===== src/rtl/imm_gen_pipe.sv =====
`default_nettype none
// ============================================================================
// Module      : imm_gen_pipe
// Description : Registered, flow-controlled RISC-V immediate generator.
//               Decodes the RV32I/RV64I immediate formats (I, S, B, U, J,
//               shift amount and, optionally, CSR zimm). Each immediate is
//               sign-extended to XLEN. The block also classifies the format
//               and flags unrecognised opcodes. It is one pipeline stage
//               with valid/ready handshakes on both sides. A one-entry skid
//               buffer lets in_ready be driven straight from a flop.
//
// Ports       : clk          - clock, rising edge
//               rst          - asynchronous active-high reset
//               in_valid     - upstream has an instruction
//               in_ready     - block can accept (registered)
//               in_instr     - 32-bit instruction word
//               in_tag       - sideband tag (typically the PC)
//               out_valid    - output register holds a result
//               out_ready    - downstream accepts
//               out_imm      - extended immediate, XLEN bits
//               out_fmt      - 0=R 1=I 2=S 3=B 4=U 5=J 6=SHAMT 7=CSR
//               out_illegal  - opcode not recognised
//               out_tag      - tag of the instruction on the output
//
// Parameters  : XLEN  - datapath width, 32 or 64
//               TAG_W - tag width
//
// Options     : IMM_GEN_ZICSR_EN - when defined, CSR immediate forms
//                                  (SYSTEM funct3 5/6/7) produce the zimm
//                                  field with format code 7.
//
// Revision    : 1.0 - initial release
// ============================================================================
module imm_gen_pipe #(
    parameter int XLEN  = 32,
    parameter int TAG_W = 32
) (
    input  logic             clk,
    input  logic             rst,
    input  logic             in_valid,
    output logic             in_ready,
    input  logic [31:0]      in_instr,
    input  logic [TAG_W-1:0] in_tag,
    output logic             out_valid,
    input  logic             out_ready,
    output logic [XLEN-1:0]  out_imm,
    output logic [2:0]       out_fmt,
    output logic             out_illegal,
    output logic [TAG_W-1:0] out_tag
);

    // ------------------------------------------------------------------
    // Opcodes and format codes
    // ------------------------------------------------------------------
    localparam logic [6:0] c_OPC_OP     = 7'b0110011;
    localparam logic [6:0] c_OPC_OP_IMM = 7'b0010011;
    localparam logic [6:0] c_OPC_LOAD   = 7'b0000011;
    localparam logic [6:0] c_OPC_JALR   = 7'b1100111;
    localparam logic [6:0] c_OPC_SYSTEM = 7'b1110011;
    localparam logic [6:0] c_OPC_STORE  = 7'b0100011;
    localparam logic [6:0] c_OPC_BRANCH = 7'b1100011;
    localparam logic [6:0] c_OPC_LUI    = 7'b0110111;
    localparam logic [6:0] c_OPC_AUIPC  = 7'b0010111;
    localparam logic [6:0] c_OPC_JAL    = 7'b1101111;

    localparam logic [2:0] c_FMT_R     = 3'd0;
    localparam logic [2:0] c_FMT_I     = 3'd1;
    localparam logic [2:0] c_FMT_S     = 3'd2;
    localparam logic [2:0] c_FMT_B     = 3'd3;
    localparam logic [2:0] c_FMT_U     = 3'd4;
    localparam logic [2:0] c_FMT_J     = 3'd5;
    localparam logic [2:0] c_FMT_SHAMT = 3'd6;
`ifdef IMM_GEN_ZICSR_EN
    localparam logic [2:0] c_FMT_CSR   = 3'd7;
`endif

    // ------------------------------------------------------------------
    // Field extraction and per-format immediates
    // ------------------------------------------------------------------
    logic [6:0]      w_opcode;
    logic [2:0]      w_funct3;
    logic [XLEN-1:0] w_imm_i;
    logic [XLEN-1:0] w_imm_s;
    logic [XLEN-1:0] w_imm_b;
    logic [XLEN-1:0] w_imm_u;
    logic [XLEN-1:0] w_imm_j;
    logic [XLEN-1:0] w_imm_shamt;

    assign w_opcode = in_instr[6:0];
    assign w_funct3 = in_instr[14:12];

    // Casting a signed operand to XLEN bits replicates its MSB, so each
    // format is sign-extended from its own top bit.
    assign w_imm_i = XLEN'($signed(in_instr[31:20]));
    assign w_imm_s = XLEN'($signed({in_instr[31:25], in_instr[11:7]}));
    assign w_imm_b = XLEN'($signed({in_instr[31], in_instr[7],
                                    in_instr[30:25], in_instr[11:8], 1'b0}));
    assign w_imm_u = XLEN'($signed({in_instr[31:12], 12'b0}));
    assign w_imm_j = XLEN'($signed({in_instr[31], in_instr[19:12],
                                    in_instr[20], in_instr[30:21], 1'b0}));

    // RV64 shifts take a 6-bit shift amount; RV32 shifts take 5 bits.
    generate
        if (XLEN == 64) begin : g_shamt_rv64
            assign w_imm_shamt = XLEN'(in_instr[25:20]);
        end else begin : g_shamt_rv32
            assign w_imm_shamt = XLEN'(in_instr[24:20]);
        end
    endgenerate

`ifdef IMM_GEN_ZICSR_EN
    logic [XLEN-1:0] w_imm_zimm;
    logic            w_is_csr_imm;

    assign w_imm_zimm   = XLEN'(in_instr[19:15]);
    // csrrwi / csrrsi / csrrci use funct3 5, 6 and 7.
    assign w_is_csr_imm = w_funct3[2] && (w_funct3[1:0] != 2'b00);
`endif

    // ------------------------------------------------------------------
    // Combinational decode of the word currently offered on the input
    // ------------------------------------------------------------------
    logic [XLEN-1:0] w_dec_imm;
    logic [2:0]      w_dec_fmt;
    logic            w_dec_illegal;

    always_comb begin
        w_dec_imm     = '0;
        w_dec_fmt     = c_FMT_R;
        w_dec_illegal = 1'b0;
        case (w_opcode)
            c_OPC_OP: begin
                w_dec_imm = '0;
                w_dec_fmt = c_FMT_R;
            end
            c_OPC_OP_IMM: begin
                if (w_funct3 == 3'd1 || w_funct3 == 3'd5) begin
                    w_dec_imm = w_imm_shamt;
                    w_dec_fmt = c_FMT_SHAMT;
                end else begin
                    w_dec_imm = w_imm_i;
                    w_dec_fmt = c_FMT_I;
                end
            end
            c_OPC_LOAD, c_OPC_JALR: begin
                w_dec_imm = w_imm_i;
                w_dec_fmt = c_FMT_I;
            end
            c_OPC_SYSTEM: begin
`ifdef IMM_GEN_ZICSR_EN
                if (w_is_csr_imm) begin
                    w_dec_imm = w_imm_zimm;
                    w_dec_fmt = c_FMT_CSR;
                end else begin
                    w_dec_imm = w_imm_i;
                    w_dec_fmt = c_FMT_I;
                end
`else
                w_dec_imm = w_imm_i;
                w_dec_fmt = c_FMT_I;
`endif
            end
            c_OPC_STORE: begin
                w_dec_imm = w_imm_s;
                w_dec_fmt = c_FMT_S;
            end
            c_OPC_BRANCH: begin
                w_dec_imm = w_imm_b;
                w_dec_fmt = c_FMT_B;
            end
            c_OPC_LUI, c_OPC_AUIPC: begin
                w_dec_imm = w_imm_u;
                w_dec_fmt = c_FMT_U;
            end
            c_OPC_JAL: begin
                w_dec_imm = w_imm_j;
                w_dec_fmt = c_FMT_J;
            end
            default: begin
                w_dec_illegal = 1'b1;
            end
        endcase
    end

    // ------------------------------------------------------------------
    // Pipeline storage: output register plus one-entry skid register
    // ------------------------------------------------------------------
    logic             r_in_ready;
    logic             r_out_valid;
    logic [XLEN-1:0]  r_out_imm;
    logic [2:0]       r_out_fmt;
    logic             r_out_illegal;
    logic [TAG_W-1:0] r_out_tag;

    logic             r_skid_valid;
    logic [XLEN-1:0]  r_skid_imm;
    logic [2:0]       r_skid_fmt;
    logic             r_skid_illegal;
    logic [TAG_W-1:0] r_skid_tag;

    logic w_accept;
    logic w_drain;
    logic w_out_load_dec;
    logic w_out_load_skid;
    logic w_skid_load;
    logic w_out_valid_nxt;
    logic w_skid_valid_nxt;

    assign w_accept = in_valid && r_in_ready;
    assign w_drain  = r_out_valid && out_ready;

    // in_ready is the registered inverse of skid occupancy, so an accept
    // can only happen while the skid register is empty.
    always_comb begin
        w_out_load_dec   = 1'b0;
        w_out_load_skid  = 1'b0;
        w_skid_load      = 1'b0;
        w_out_valid_nxt  = r_out_valid;
        w_skid_valid_nxt = r_skid_valid;
        if (r_skid_valid) begin
            if (w_drain) begin
                // Refill the output from the skid entry; the output stays valid.
                w_out_load_skid  = 1'b1;
                w_skid_valid_nxt = 1'b0;
            end
        end else if (w_accept) begin
            if (!r_out_valid || w_drain) begin
                w_out_load_dec  = 1'b1;
                w_out_valid_nxt = 1'b1;
            end else begin
                w_skid_load      = 1'b1;
                w_skid_valid_nxt = 1'b1;
            end
        end else if (w_drain) begin
            w_out_valid_nxt = 1'b0;
        end
    end

    always_ff @(posedge clk or posedge rst) begin
        if (rst) begin
            r_in_ready   <= 1'b0;
            r_out_valid  <= 1'b0;
            r_skid_valid <= 1'b0;
        end else begin
            r_in_ready   <= !w_skid_valid_nxt;
            r_out_valid  <= w_out_valid_nxt;
            r_skid_valid <= w_skid_valid_nxt;
        end
    end

    // Output payload changes only on a load, so it stays stable under stall.
    always_ff @(posedge clk or posedge rst) begin
        if (rst) begin
            r_out_imm     <= '0;
            r_out_fmt     <= '0;
            r_out_illegal <= 1'b0;
            r_out_tag     <= '0;
        end else if (w_out_load_skid) begin
            r_out_imm     <= r_skid_imm;
            r_out_fmt     <= r_skid_fmt;
            r_out_illegal <= r_skid_illegal;
            r_out_tag     <= r_skid_tag;
        end else if (w_out_load_dec) begin
            r_out_imm     <= w_dec_imm;
            r_out_fmt     <= w_dec_fmt;
            r_out_illegal <= w_dec_illegal;
            r_out_tag     <= in_tag;
        end
    end

    always_ff @(posedge clk or posedge rst) begin
        if (rst) begin
            r_skid_imm     <= '0;
            r_skid_fmt     <= '0;
            r_skid_illegal <= 1'b0;
            r_skid_tag     <= '0;
        end else if (w_skid_load) begin
            r_skid_imm     <= w_dec_imm;
            r_skid_fmt     <= w_dec_fmt;
            r_skid_illegal <= w_dec_illegal;
            r_skid_tag     <= in_tag;
        end
    end

    assign in_ready    = r_in_ready;
    assign out_valid   = r_out_valid;
    assign out_imm     = r_out_imm;
    assign out_fmt     = r_out_fmt;
    assign out_illegal = r_out_illegal;
    assign out_tag     = r_out_tag;

endmodule
`default_nettype wire


===== config.mk =====
export PLATFORM = sky130hd
export DESIGN_NAME = imm_gen_pipe
export DESIGN_NICKNAME = d
export VERILOG_FILES = /design/src/rtl/imm_gen_pipe.sv
export SDC_FILE = /design/constraint.sdc
export NUM_CORES = 1
export LEC_CHECK = 0
export CAP_MARGIN = 15
export CORE_MARGIN = 3
export CORE_UTILIZATION = 56
export CTS_BUF_LIST = sky130_fd_sc_hd__clkbuf_8
export DETAILED_ROUTE_END_ITERATION = 16
export PLACE_DENSITY = 0.86
export SLEW_MARGIN = 10
export SYNTH_ARGS = -nofsm -noshare
export SYNTH_HDL_FRONTEND = slang
export SYNTH_SLANG_ARGS = --single-unit

===== constraint.sdc =====
create_clock -name clk -period 8.95 [get_ports clk]
set_input_delay 1.3425 -clock clk [delete_from_list [all_inputs] [get_ports clk]]
set_output_delay 1.3425 -clock clk [all_outputs]
set_load 0.02 [all_outputs]

== Word level (Yosys, flattened, before mapping) ==
Cells that the tools add are included.

* Logic and storage cells: 63
* Input port bits: 68
* Register bits: 139

* Bitwise gates (word level): 1
* Equal/unequal tests: 13
* Reductions and logical operators: 12
* Muxes and demuxes: 26

{| class="wikitable"
|+ Operators by type and width
! operator !! count
|-
| case mux 32 bit (6 select lines) || 1
|-
| two-way mux 32 bit || 5
|-
| == test 7 bit, second input constant || 4
|-
| == test 7 x 6 -> 1 bit, second input constant || 3
|-
| case mux 3 bit (6 select lines) || 1
|-
| two-way mux 1 bit || 16
|-
| == test 7 x 5 -> 1 bit, second input constant || 2
|-
| OR reduction 10 bit || 1
|-
| two-way mux 3 bit || 3
|-
| == test 7 x 2 -> 1 bit, second input constant || 1
|-
| nonzero test 2 bit || 2
|-
| == test 3 x 1 -> 1 bit, second input constant || 1
|-
| == test 3 bit, second input constant || 1
|-
| AND reduction 3 bit || 1
|-
| OR reduction 3 bit || 1
|-
| logical AND 1 bit || 2
|-
| logical NOT 1 bit || 2
|-
| logical OR 1 bit || 2
|-
| != test 2 x 1 -> 1 bit, second input constant || 1
|-
| OR reduction 2 bit || 1
|-
| NOT 1 bit || 1
|}

== Logic depth before layout (Yosys ltp) ==
* Word-level depth: 7
* Gate-level depth with buffers: 8
* Depth with buffers taken out: 5

== Worst setup path before layout ==
No wires, ideal clock.

* Path kind: input to register
* From: in in_instr[5]
* To: reg r_skid_imm[20]
* Data arrival time: 2.636 ns
* Data required time: 8.869 ns
* Stages: 7
* Path slack: 6.232 ns
* Cells stage by stage: buf_6 -> or3_1 -> o22a_2 -> o21ai_4 -> nand2_2 -> buf_6 -> a31oi_2

* Word-level cells in the longest chain between the ends: 3

{| class="wikitable"
|+ Ends and longest elaborated chain
! element !! RTL line !! RTL
|-
| start: declaration || 42 || <nowiki>input logic [31:0] in_instr,</nowiki>
|-
| == test 7 bit, or another cell as far along || 131 || <nowiki>case (w_opcode)</nowiki>
|-
| OR reduction 3 bit (no line) / OR reduction 2 bit (equally long branches) || - ||
|-
| case mux 32 bit (6 select lines) (*) || 131 ||
|-
| end signal: assignment || 278 || <nowiki>r_skid_imm <= w_dec_imm;</nowiki>
|-
| end: declaration || 196 || <nowiki>logic [XLEN-1:0] r_skid_imm;</nowiki>
|}

Every way passes the cells marked *; elsewhere a longest branch is shown, timed or not.
A chain may end at the register's enable or synchronous reset.

== Worst setup path in the final report ==
* From: in in_valid
* To: reg r_out_imm[26], in the netlist out_imm[26]

* Word-level cells in the longest chain between the ends: 4

{| class="wikitable"
|+ Ends and longest elaborated chain
! element !! RTL line !! RTL
|-
| start: declaration || 40 || <nowiki>input logic in_valid,</nowiki>
|-
| logical AND 1 bit || 209 || <nowiki>assign w_accept = in_valid && r_in_ready;</nowiki>
|-
| two-way mux 1 bit || 226 || <nowiki>end else if (w_accept) begin</nowiki>
|-
| two-way mux 1 bit || 220 || <nowiki>if (r_skid_valid) begin</nowiki>
|-
| nonzero test 2 bit (no line) || - ||
|-
| end signal: assignment || 259 || <nowiki>r_out_imm <= r_skid_imm;</nowiki>
|-
| end signal: assignment || 264 || <nowiki>r_out_imm <= w_dec_imm;</nowiki>
|-
| end: declaration || 190 || <nowiki>logic [XLEN-1:0] r_out_imm;</nowiki>
|}

No other way between the ends.

==> results.ini <==
[status]
status=finished clean

[floorplan]
die_w_um=111
rows=37
dieArea_um2=12300
io_pins=138
core_um2=10500
start_util_pct=58.5
die-height_um=111

[timing]
finalHoldViolCount=0
slew_headroom_pct=38.1
fmax_mhz=261
rsz0062_at_grt=false
final.period_utilization_pct=42.8
fin_tns_setup_ns=0
worst_slew_pin_slew_ns=0.928
finalClockSkew_ns=0.00704
finalSetupViolations=0
fin_crit_ns=3.83
slew_viol_final=0

[setup_path]
path_depth=7
critPathCapture=out_imm[26]$_DFFE_PP0P_
worstPathRequired_ns=9.24
r2r_start=r_skid_valid$_DFF_PP0_
end_kind=flop
slowest_delay_ns=0.67
worst-path-buf-inv=2
startpoint_type=input port
arrival_ns=4.12
path_max_fanout=85
worstPathCellList=clkdlybuf4s50_1 > nand3b_1 > a21oi_4 > buf_4 > nand2_1 > a21oi_2 > a21oi_1
rrSetupSlack_ns=5.99
r2r-end=out_imm[26]$_DFFE_PP0P_
worstSetupStartpoint=in_valid
slowest_stage=buf_4
reg2reg_depth=6
crit_family=buffers and inverters
crit_type=in2reg

[clock_tree]
tritoncts=built
ctsResizeCount=0
cts_sinks=139
post_cts_buffers=0
clk_pin_slew_ns=0.07
ctsHoldBuffers=0
cts_made_buffers=17
cts_max_path_buffers=2
h-tree-depth=4
clkLatencyLatePin_ns=0.44
root_buffer=clkbuf_8

[cells_and_area]
final_nets=850
layout-drive-gt1-share_pct=8.43
syn2layout_area_growth_pct=30.5
antenna_cells=0

[route]
wl_met2_um=7900
dr.first_iter.drc_count=400
highest_layer=met4
wl_met3_um=1230
vias=5449
wl_per_cell_um=17.5
postRouteAntennaNets=0
remaining_drc_errors=0
viasPerCell=5.85
drt_wl_total_um=16300
drt-pass1-iter-count=5
drt-met1-wl_um=6670

[pwr]
ir_drop_uv=190
p_leak_uw=0.00350
pwr_density_cell_nw_per_um2=329
power_uw=2640

[synthesis]
synth.largest_area_cell=dfrtp_1
synthFlopType=dfrtp_1
async_reset_ff_share_pct=100
ys_warn_count=0
synth_area_leaders=dfrtp_1 (57%), nand2_1 (13%), a31oi_1 (3.6%)
ys_seq_area_share_pct=56.6
ys_ff_latch=139
synth_nets=732
synth.avg_cell_area_um2=9.26
synth_cells=664
synth_commonest_cells=nand2_1 (214), dfrtp_1 (139), nor2_1 (58)
synth_cell_types=49
synth_edf_count=0
syn_area_um2=6150
yosysTopAreaCellShare_pct=56.6
synth_most_common_cell=nand2_1

[grt]
overflow=0
grt_max_degree=90
grt_pass1_vias=5530
antenna_found_initial=0
grt_pass1_wl_um=27000
grtUsageTotal_pct=27.1

[place]
io_buffers=137
dp.final_hpwl_um=10900
place.gp.congestion=0.844

[worst_hold_path]
hold_path.class=reg2reg

[run]
cap_violations=0

-- per-stage QoR --
| step | utilization, % | std cells | hold WS (ns) | setup WS, ns | cell area (µm²) |
|---|---|---|---|---|---|
| final | 76.4 | 931 | 0.477 | 5.12 | 8020 |
| after global placement | 71.8 | 897 | 0.450 | 4.84 | 7550 |
| after CTS | 75.8 | 929 | 0.480 | 5.17 | 7970 |
| after detailed placement | 71.8 | 897 | 0.462 | 4.72 | 7550 |
| after floorplan | - | 664 | 0.440 | 3.88 | 6150 |
| after global routing | 76.4 | 931 | 0.492 | 4.98 | 8020 |
-- layout by cell type, fill, tap and decap left out, drive strengths merged, types with 2 or more instances in the layout --
cell type,instances
o22a,2
nand3,5
nand2,215
clkinv,4
a22oi,13
a31oi,45
nor3,5
bufinv,3
buf,7
clkbuf,20
o2bb2ai,4
and3,3
nor2,58
o32ai,3
nor2b,4
a21oi,34
a22o,10
o22ai,20
o21a,2
a21o,6
dfrtp,139
nand3b,2
clkinvlp,3
nor3b,3
mux2,2
o21ai,24
clkdlybuf4s50,137
inv,7
-- logic make-up after synthesis --
family / synth area share [%]
xor+xnor: 0.285
flops: 56.6
mux: 0.366
simple gates: 20.3
compound gates: 18.8
buf+inv: 3.74
-- metal layers --
layer	vias up	global-route usage, %
met5	-	0
met4	0	10.3
met3	41	7.53
met2	259	43.4
met1	2619	35.2
li1	2530	-
-- worst min path at each step --
stage          slack (ns)                       start  depth (start not counted)                    endpoint
6_report             0.48  r_skid_tag[23]$_DFFE_PP0P_                          2  r_skid_tag[23]$_DFFE_PP0P_
3_3_place_gp         0.45   r_skid_imm[6]$_DFFE_PP0P_                          2   r_skid_imm[6]$_DFFE_PP0P_
2_1_floorplan        0.44   r_skid_imm[6]$_DFFE_PP0P_                          2   r_skid_imm[6]$_DFFE_PP0P_
4_1_cts              0.48  r_skid_tag[23]$_DFFE_PP0P_                          2  r_skid_tag[23]$_DFFE_PP0P_
5_1_grt              0.49  r_skid_tag[22]$_DFFE_PP0P_                          2  r_skid_tag[22]$_DFFE_PP0P_
3_5_place_dp         0.46  r_skid_tag[23]$_DFFE_PP0P_                          2  r_skid_tag[23]$_DFFE_PP0P_
-- state kept, by name, summed over array words and instances, names as in the netlist --
signal / flops
in_ready: 1
out_fmt: 3
out_illegal: 1
out_imm: 32
out_tag: 32
out_valid: 1
r_skid_fmt: 3
r_skid_illegal: 1
r_skid_imm: 32
r_skid_tag: 32
r_skid_valid: 1
-- report_power, final --
group | total [µW] | internal (µW) | leakage, µW | switching [µW]
clock | 532 | 296 | 0.000212 | 237
sequential | 1040 | 886 | 0.00171 | 156
combinational | 1070 | 462 | 0.00158 | 604
total | 2640 | 1640 | 0.00350 | 997
-- tightest hold or removal path: stages (launching register included) --
cell and delay (ns):
dfrtp_1 0.35, nand2_1 0.05, nand2_1 0.05
-- area by class of cell --
class | count | area, µm²
Clock buffer | 20 | 275
Clock inverter | 12 | 145
Fill cell | 708 | 2480
Inverter | 5 | 23.8
Multi-Input combinational cell | 475 | 2470
Sequential cell | 139 | 3480
Tap cell | 136 | 170
Timing Repair Buffer | 144 | 1460
(Power assumes the default switching activity.)
